File: config.mk
export PLATFORM = sky130hd
export DESIGN_NAME = dual_ad_pre_adder_flat
export DESIGN_NICKNAME = d
export VERILOG_FILES = /design/src/rtl/dual_ad_pre_adder_if.sv /design/src/rtl/dual_ad_pre_adder.sv /design/src/flat_wrapper.sv
export SDC_FILE = /design/constraint.sdc
export NUM_CORES = 1
export LEC_CHECK = 0
export ABC_AREA = 0
export CORE_MARGIN = 5
export CORE_UTILIZATION = 28
export CTS_CLUSTER_DIAMETER = 60
export DETAILED_ROUTE_END_ITERATION = 8
export PLACE_DENSITY = 0.78
export SETUP_SLACK_MARGIN = 0.15
export SLEW_MARGIN = 0
export SYNTH_ARGS = -nofsm -noshare
export SYNTH_HDL_FRONTEND = slang
export SYNTH_SLANG_ARGS = --single-unit
export TNS_END_PERCENT = 20
File: constraint.sdc
create_clock -name CLK -period 1.11 [get_ports CLK]
set_clock_uncertainty 0.15 [all_clocks]
set_input_delay 0.111 -clock CLK [delete_from_list [all_inputs] [get_ports CLK]]
set_output_delay 0.111 -clock CLK [all_outputs]
set_load 0.02 [all_outputs]
File: src/rtl/dual_ad_pre_adder_if.sv
// Operand/control bundle for the A/D input stage: fabric, cascade and D inputs,
// unregistered INMODE bits, clock enables and the three operand outputs.
interface dual_ad_pre_adder_if;
   logic signed [29:0] A;
   logic signed [29:0] ACIN;
   logic signed [24:0] D;
   logic        [3:0]  INMODE_0TO3;
   logic               CEA1;
   logic               CEA2;
   logic               CED;
   logic               CEAD;
   logic signed [24:0] A_MULT;
   logic signed [29:0] ACOUT;
   logic signed [29:0] X_MUX_A;

   modport master (
      output A, ACIN, D, INMODE_0TO3, CEA1, CEA2, CED, CEAD,
      input  A_MULT, ACOUT, X_MUX_A
   );

   modport slave (
      input  A, ACIN, D, INMODE_0TO3, CEA1, CEA2, CED, CEAD,
      output A_MULT, ACOUT, X_MUX_A
   );
endinterface

File: src/rtl/dual_ad_pre_adder.sv
// A/D input stage of a DSP48E1-style slice: A1/A2 pipeline, cascade output and
// optional D pre-adder. Defining DUAL_AD_PARAM_CHECK_EN adds parameter and INMODE checks.
module dual_ad_pre_adder #(
   parameter string A_INPUT   = "DIRECT",
   parameter int    AREG      = 1,
   parameter int    ACASCREG  = 1,
   parameter int    DREG      = 1,
   parameter int    ADREG     = 1,
   parameter string USE_DPORT = "FALSE"
) (
   input logic                CLK,
   input logic                RSTA,
   input logic                RSTD,
   dual_ad_pre_adder_if.slave bus
);

   localparam bit CASCADE_SEL = (A_INPUT == "CASCADE");
   localparam bit DPORT_EN    = (USE_DPORT == "TRUE");

   logic signed [29:0] a_in_s;
   logic signed [29:0] a1_out_s;
   logic signed [29:0] a2_out_s;
   logic signed [24:0] amult_src_s;
   logic signed [24:0] a_gated_s;

   assign a_in_s = CASCADE_SEL ? bus.ACIN : bus.A;

   if (AREG == 2) begin : g_a1
      logic signed [29:0] a1_r;
      // A1 stage, only present in the two-register A pipeline
      always_ff @(posedge CLK or negedge RSTA) begin
         if (!RSTA) begin
            a1_r <= 30'sd0;
         end else if (bus.CEA1) begin
            a1_r <= a_in_s;
         end
      end
      assign a1_out_s = a1_r;
   end else begin : g_a1_bypass
      assign a1_out_s = a_in_s;
   end

   if (AREG == 0) begin : g_a2_bypass
      assign a2_out_s = a1_out_s;
   end else begin : g_a2
      logic signed [29:0] a2_r;
      // A2 stage, fed by A1 when it exists and directly by the selected input otherwise
      always_ff @(posedge CLK or negedge RSTA) begin
         if (!RSTA) begin
            a2_r <= 30'sd0;
         end else if (bus.CEA2) begin
            a2_r <= a1_out_s;
         end
      end
      assign a2_out_s = a2_r;
   end

   assign bus.X_MUX_A = a2_out_s;
   assign bus.ACOUT   = (ACASCREG == AREG) ? a2_out_s : a1_out_s;

   if (AREG == 2) begin : g_amult_sel
      // INMODE[0] lets the multiplier take A1, saving one cycle of latency
      always_comb begin
         amult_src_s = a2_out_s[24:0];
         if (bus.INMODE_0TO3[0]) begin
            amult_src_s = a1_out_s[24:0];
         end else begin
            amult_src_s = a2_out_s[24:0];
         end
      end
   end else begin : g_amult_a2
      assign amult_src_s = a2_out_s[24:0];
   end

   assign a_gated_s = bus.INMODE_0TO3[1] ? 25'sd0 : amult_src_s;

   if (DPORT_EN) begin : g_dport
      logic signed [24:0] dq_s;
      logic signed [24:0] d_gated_s;
      logic signed [24:0] ad_s;

      if (DREG == 1) begin : g_dreg
         logic signed [24:0] d_r;
         // D input register
         always_ff @(posedge CLK or negedge RSTD) begin
            if (!RSTD) begin
               d_r <= 25'sd0;
            end else if (bus.CED) begin
               d_r <= bus.D;
            end
         end
         assign dq_s = d_r;
      end else begin : g_dreg_bypass
         assign dq_s = bus.D;
      end

      // Pre-adder/subtractor, 25-bit wrap-around with carry discarded
      always_comb begin
         d_gated_s = 25'sd0;
         ad_s      = 25'sd0;
         if (bus.INMODE_0TO3[2]) begin
            d_gated_s = dq_s;
         end else begin
            d_gated_s = 25'sd0;
         end
         if (bus.INMODE_0TO3[3]) begin
            ad_s = d_gated_s - a_gated_s;
         end else begin
            ad_s = d_gated_s + a_gated_s;
         end
      end

      if (ADREG == 1) begin : g_adreg
         logic signed [24:0] ad_r;
         // AD register on the pre-adder output
         always_ff @(posedge CLK or negedge RSTD) begin
            if (!RSTD) begin
               ad_r <= 25'sd0;
            end else if (bus.CEAD) begin
               ad_r <= ad_s;
            end
         end
         assign bus.A_MULT = ad_r;
      end else begin : g_adreg_bypass
         assign bus.A_MULT = ad_s;
      end
   end else begin : g_no_dport
      assign bus.A_MULT = a_gated_s;
   end

`ifdef DUAL_AD_PARAM_CHECK_EN
   localparam bit PARAMS_OK =
      ((A_INPUT == "DIRECT") || (A_INPUT == "CASCADE")) &&
      ((USE_DPORT == "TRUE") || (USE_DPORT == "FALSE")) &&
      ((DREG == 0) || (DREG == 1)) &&
      ((ADREG == 0) || (ADREG == 1)) &&
      (((AREG == 0) && (ACASCREG == 0)) ||
       ((AREG == 1) && (ACASCREG == 1)) ||
       ((AREG == 2) && ((ACASCREG == 1) || (ACASCREG == 2))));

   if (!PARAMS_OK) begin : g_param_err
      $fatal(1, "dual_ad_pre_adder: illegal parameter combination");
   end

   dual_ad_pre_adder_chk u_chk (
      .CLK    (CLK),
      .RSTA   (RSTA),
      .RSTD   (RSTD),
      .inmode (bus.INMODE_0TO3)
   );
`endif

endmodule

`ifdef DUAL_AD_PARAM_CHECK_EN
module dual_ad_pre_adder_chk (
   input logic       CLK,
   input logic       RSTA,
   input logic       RSTD,
   input logic [3:0] inmode
);
   a_inmode_known: assert property (@(posedge CLK) disable iff (!(RSTA && RSTD)) !$isunknown(inmode))
      else $error("dual_ad_pre_adder: INMODE_0TO3 unknown at clock edge");
endmodule
`endif

File: src/flat_wrapper.sv
// flat-port wrapper written by rule: the top's interface ports become plain ports
module dual_ad_pre_adder_flat 
#(
   parameter string A_INPUT   = "      ",
   parameter int    AREG      = 1,
   parameter int    ACASCREG  = 1,
   parameter int    DREG      = 1,
   parameter int    ADREG     = 1,
   parameter string USE_DPORT = "     "
)
  (CLK, RSTA, RSTD, bus_A, bus_ACIN, bus_D, bus_INMODE_0TO3, bus_CEA1, bus_CEA2, bus_CED, bus_CEAD, bus_A_MULT, bus_ACOUT, bus_X_MUX_A);
  dual_ad_pre_adder_if bus_i ();
  input logic CLK;
  input logic RSTA;
  input logic RSTD;
  input wire logic [$bits(bus_i.A)-1:0] bus_A;
  input wire logic [$bits(bus_i.ACIN)-1:0] bus_ACIN;
  input wire logic [$bits(bus_i.D)-1:0] bus_D;
  input wire logic [$bits(bus_i.INMODE_0TO3)-1:0] bus_INMODE_0TO3;
  input wire logic [$bits(bus_i.CEA1)-1:0] bus_CEA1;
  input wire logic [$bits(bus_i.CEA2)-1:0] bus_CEA2;
  input wire logic [$bits(bus_i.CED)-1:0] bus_CED;
  input wire logic [$bits(bus_i.CEAD)-1:0] bus_CEAD;
  output wire logic [$bits(bus_i.A_MULT)-1:0] bus_A_MULT;
  output wire logic [$bits(bus_i.ACOUT)-1:0] bus_ACOUT;
  output wire logic [$bits(bus_i.X_MUX_A)-1:0] bus_X_MUX_A;
  assign bus_i.A = bus_A;
  assign bus_i.ACIN = bus_ACIN;
  assign bus_i.D = bus_D;
  assign bus_i.INMODE_0TO3 = bus_INMODE_0TO3;
  assign bus_i.CEA1 = bus_CEA1;
  assign bus_i.CEA2 = bus_CEA2;
  assign bus_i.CED = bus_CED;
  assign bus_i.CEAD = bus_CEAD;
  assign bus_A_MULT = bus_i.A_MULT;
  assign bus_ACOUT = bus_i.ACOUT;
  assign bus_X_MUX_A = bus_i.X_MUX_A;
  dual_ad_pre_adder #(.A_INPUT(A_INPUT), .AREG(AREG), .ACASCREG(ACASCREG), .DREG(DREG), .ADREG(ADREG), .USE_DPORT(USE_DPORT)) u_core (.CLK(CLK), .RSTA(RSTA), .RSTD(RSTD), .bus(bus_i));
endmodule
==> out/qor.txt, run 1 <==
Lkg Pwr = 1.54 nW
clock slew at reported path FFs = 0.06 ns
die width = 86.2 µm
largest net degree at the start of global routing = 31
Initial Util = 29.2%
initial antenna violation count = 0
post-synth cell types = 6
Worst path max stage delay = 0.42 ns
Synth top area share = 46.2%
Routed Antenna Nets = 0
synthesis warning total = 0
vias in the first global route = 1,388
Synth area leaders = dfrtp_1 (46%), mux2_4 (28%), buf_4 (14%), nor2b_1 (9.6%), buf_6 (2.1%)
vias per inst = 4.10
Critical Path RT = 0.85 ns
power per cell area = 1210 nW/µm²
Final Util = 56.2%
Reg2Reg Setup Slack = -0.08 ns
clock root cell = clkbuf_8
share of cells above drive strength 1 = 87.1%
Crit Path Max Fanout = 3
hold-fix buffer count after cts = 0
Pins Over Slew Limit = 0
Critical path buffers and inverters = 1
failing checks = negative setup slack
Sinks on Clock Net = 30
simple-gate share of the synthesized area = 9.62%
Async S/R FF share, synth = 100%
Worst Slack Setup Final = -0.102 ns
predominant post-synthesis flop cell = dfrtp_1
GPL Wtd Cong = 0.727
Slowest cell on crit path = dfrtp_2
max cap viols = 0
WP data arrival = 0.95 ns
Compound-Gate Fraction of Synth Area = 0%
max reg flops = 30
post-synthesis sequential area ratio = 46.2%
Max-Slew Margin vs Limit = 87.8%
mux cell area share after synthesis = 27.7%
final setup fails = 62
syn_area_per_cell = 13.6 µm²
RSZ-0062 raised after global routing = yes
setup_tns = -4.23 ns
Cells after Synth = 120
Port Buf Inserts = 118
top-level I/O count = 181
latest clock arrival within the worst-skew pair = 0.27 ns
clk buf depth = 2
Final #Nets = 337
vias = 1,280
Worst Hold Class = input pin to asynchronous set/reset pin
CTS buffer count = 5
synth cell count leaders = buf_4 (30), dfrtp_1 (30), mux2_4 (30), nor2b_1 (25), buf_6 (3)
global-route wire length before repair = 7270 µm
post-synthesis cell area = 1630 µm²
wire per inst = 14.8 µm
Max Clk Rate = 825 MHz
antenna fix cells = 0
area grow syn2layout = 92.5%
largest family of logic cells by synthesized area = multiplexers
CP top delay family = flip-flops
GR Util All Layers = 12.4%
Synth Area in Adders = 0%
Die H = 86.2 µm
total grt overflow = 0
post-synthesis register bit count = 30
number of synthesized flops with an enable pin = 0
DRT Wirelength = 4620 µm
Hold WS = 0.0561 ns
initial DRC count = 8
CTS tree = yes
drt drc = 0
Final min period = 1.21 ns
post-synth top area cell = dfrtp_1
post-DP HPWL = 3580 µm
Row Count = 27
outcome = finished, violations left
Startpoint Class = flip-flop
die area = 7430 µm²
post-synthesis xor/xnor area fraction = 0%
Max VDD drop = 0.477 mV
CP endpoint kind = output pin
final hold violation count = 0
critical path class = flip-flop to output pin
DRT Pass-1 Iters = 2
period utilisation layout = 109%
worst-path cell chain = nor2b_4 -> buf_6
Worst-Margin Slew = 0.183 ns
CTS HTree Levels = 2
CORE AREA = 5570 µm²
synthesized net count = 216
==> path summary, 6_finish.rpt <==
kind	cells after the start	start	end
max	2	u_core.bus.ACOUT[8]$_DFFE_PN0P_	bus_A_MULT[8]
min	2	RSTA	u_core.bus.ACOUT[16]$_DFFE_PN0P_
max reg2reg	3	u_core.bus.ACOUT[18]$_DFFE_PN0P_	u_core.bus.ACOUT[18]$_DFFE_PN0P_
min reg2reg	1	u_core.bus.ACOUT[29]$_DFFE_PN0P_	u_core.bus.ACOUT[29]$_DFFE_PN0P_
max in group asynchronous	2	RSTA	u_core.bus.ACOUT[4]$_DFFE_PN0P_
min in group CLK	3	bus_CEA2	u_core.bus.ACOUT[5]$_DFFE_PN0P_
==> cells in the final DEF (no fill, tap or decap), drive strengths merged <==
| master | synthesis | final |
|---|---|---|
| mux2 | 30 | 30 |
| buf | 35 | 118 |
| nor2b | 25 | 25 |
| clkbuf | 0 | 6 |
| clkdlybuf4s50 | 0 | 31 |
| dfrtp | 30 | 30 |
==> power by group <==
part	internal, mW	leakage [nW]	switching [mW]
Clock	0.477	0.0431	0.361
Sequential	1.23	0.321	0.0975
Combinational	0.916	1.18	0.722
==> worst register-to-register path, cell delays in order, from the launching register on <==
cell     delay (ns)
dfrtp_2        0.42
buf_4          0.14
buf_4          0.12
mux2_4         0.25
==> cells by family after synthesis <==
logic type,Yosys count
flops,30
mux,30
simple gates,25
buf+inv,35
==> area by class of cell <==
class                           instances  area, µm²
Sequential cell                        30        788
Tap cell                               72       90.1
Multi-Input combinational cell         55        795
Clock buffer                            6       82.6
Fill cell                             492       2440
Timing Repair Buffer                  149       1380
==> per-layer routing <==
metal  track usage [%]  vias up  part of all wire (%)
met1              14.9      596                    40
met2              20.9       80                    48
li1                  -      600                     -
met4              2.55        0                  0.54
met5                 0        -                     0
met3              5.32        4                    12
==> stage by stage <==
stage / setup slack [ns] / power (mW) / instance area (µm²) / std cells
after floorplan: 0.123 / 2.25 / 1850 / 120
after global placement: -0.298 / 2.97 / 3080 / 298
after detailed placement: -0.321 / 3.00 / 3080 / 298
after CTS: -0.119 / 3.82 / 3070 / 309
after global routing: -0.139 / 4.00 / 3130 / 312
final: -0.102 / 3.80 / 3130 / 312
==> repair_timing <==
action / CTS / global route
gates resized for setup: 434 / 11
buffers inserted: 5 / 3
setup endpoints to repair: 101 / 112
Power figures use the tool's default switching activity.
==> run 2, diff against run 1 <==
--- a/config.mk
+++ b/config.mk
@@ -8,8 +8,9 @@
 export ABC_AREA = 0
 export CORE_MARGIN = 5
 export CORE_UTILIZATION = 28
-export CTS_CLUSTER_DIAMETER = 60
+export CTS_CLUSTER_DIAMETER = 80
 export DETAILED_ROUTE_END_ITERATION = 8
+export GPL_TIMING_DRIVEN = 1
 export PLACE_DENSITY = 0.78
 export SETUP_SLACK_MARGIN = 0.15
 export SLEW_MARGIN = 0
==> results of run 2 <==
Same layout as run 1: the final DEF is identical, and so are final timing and power.
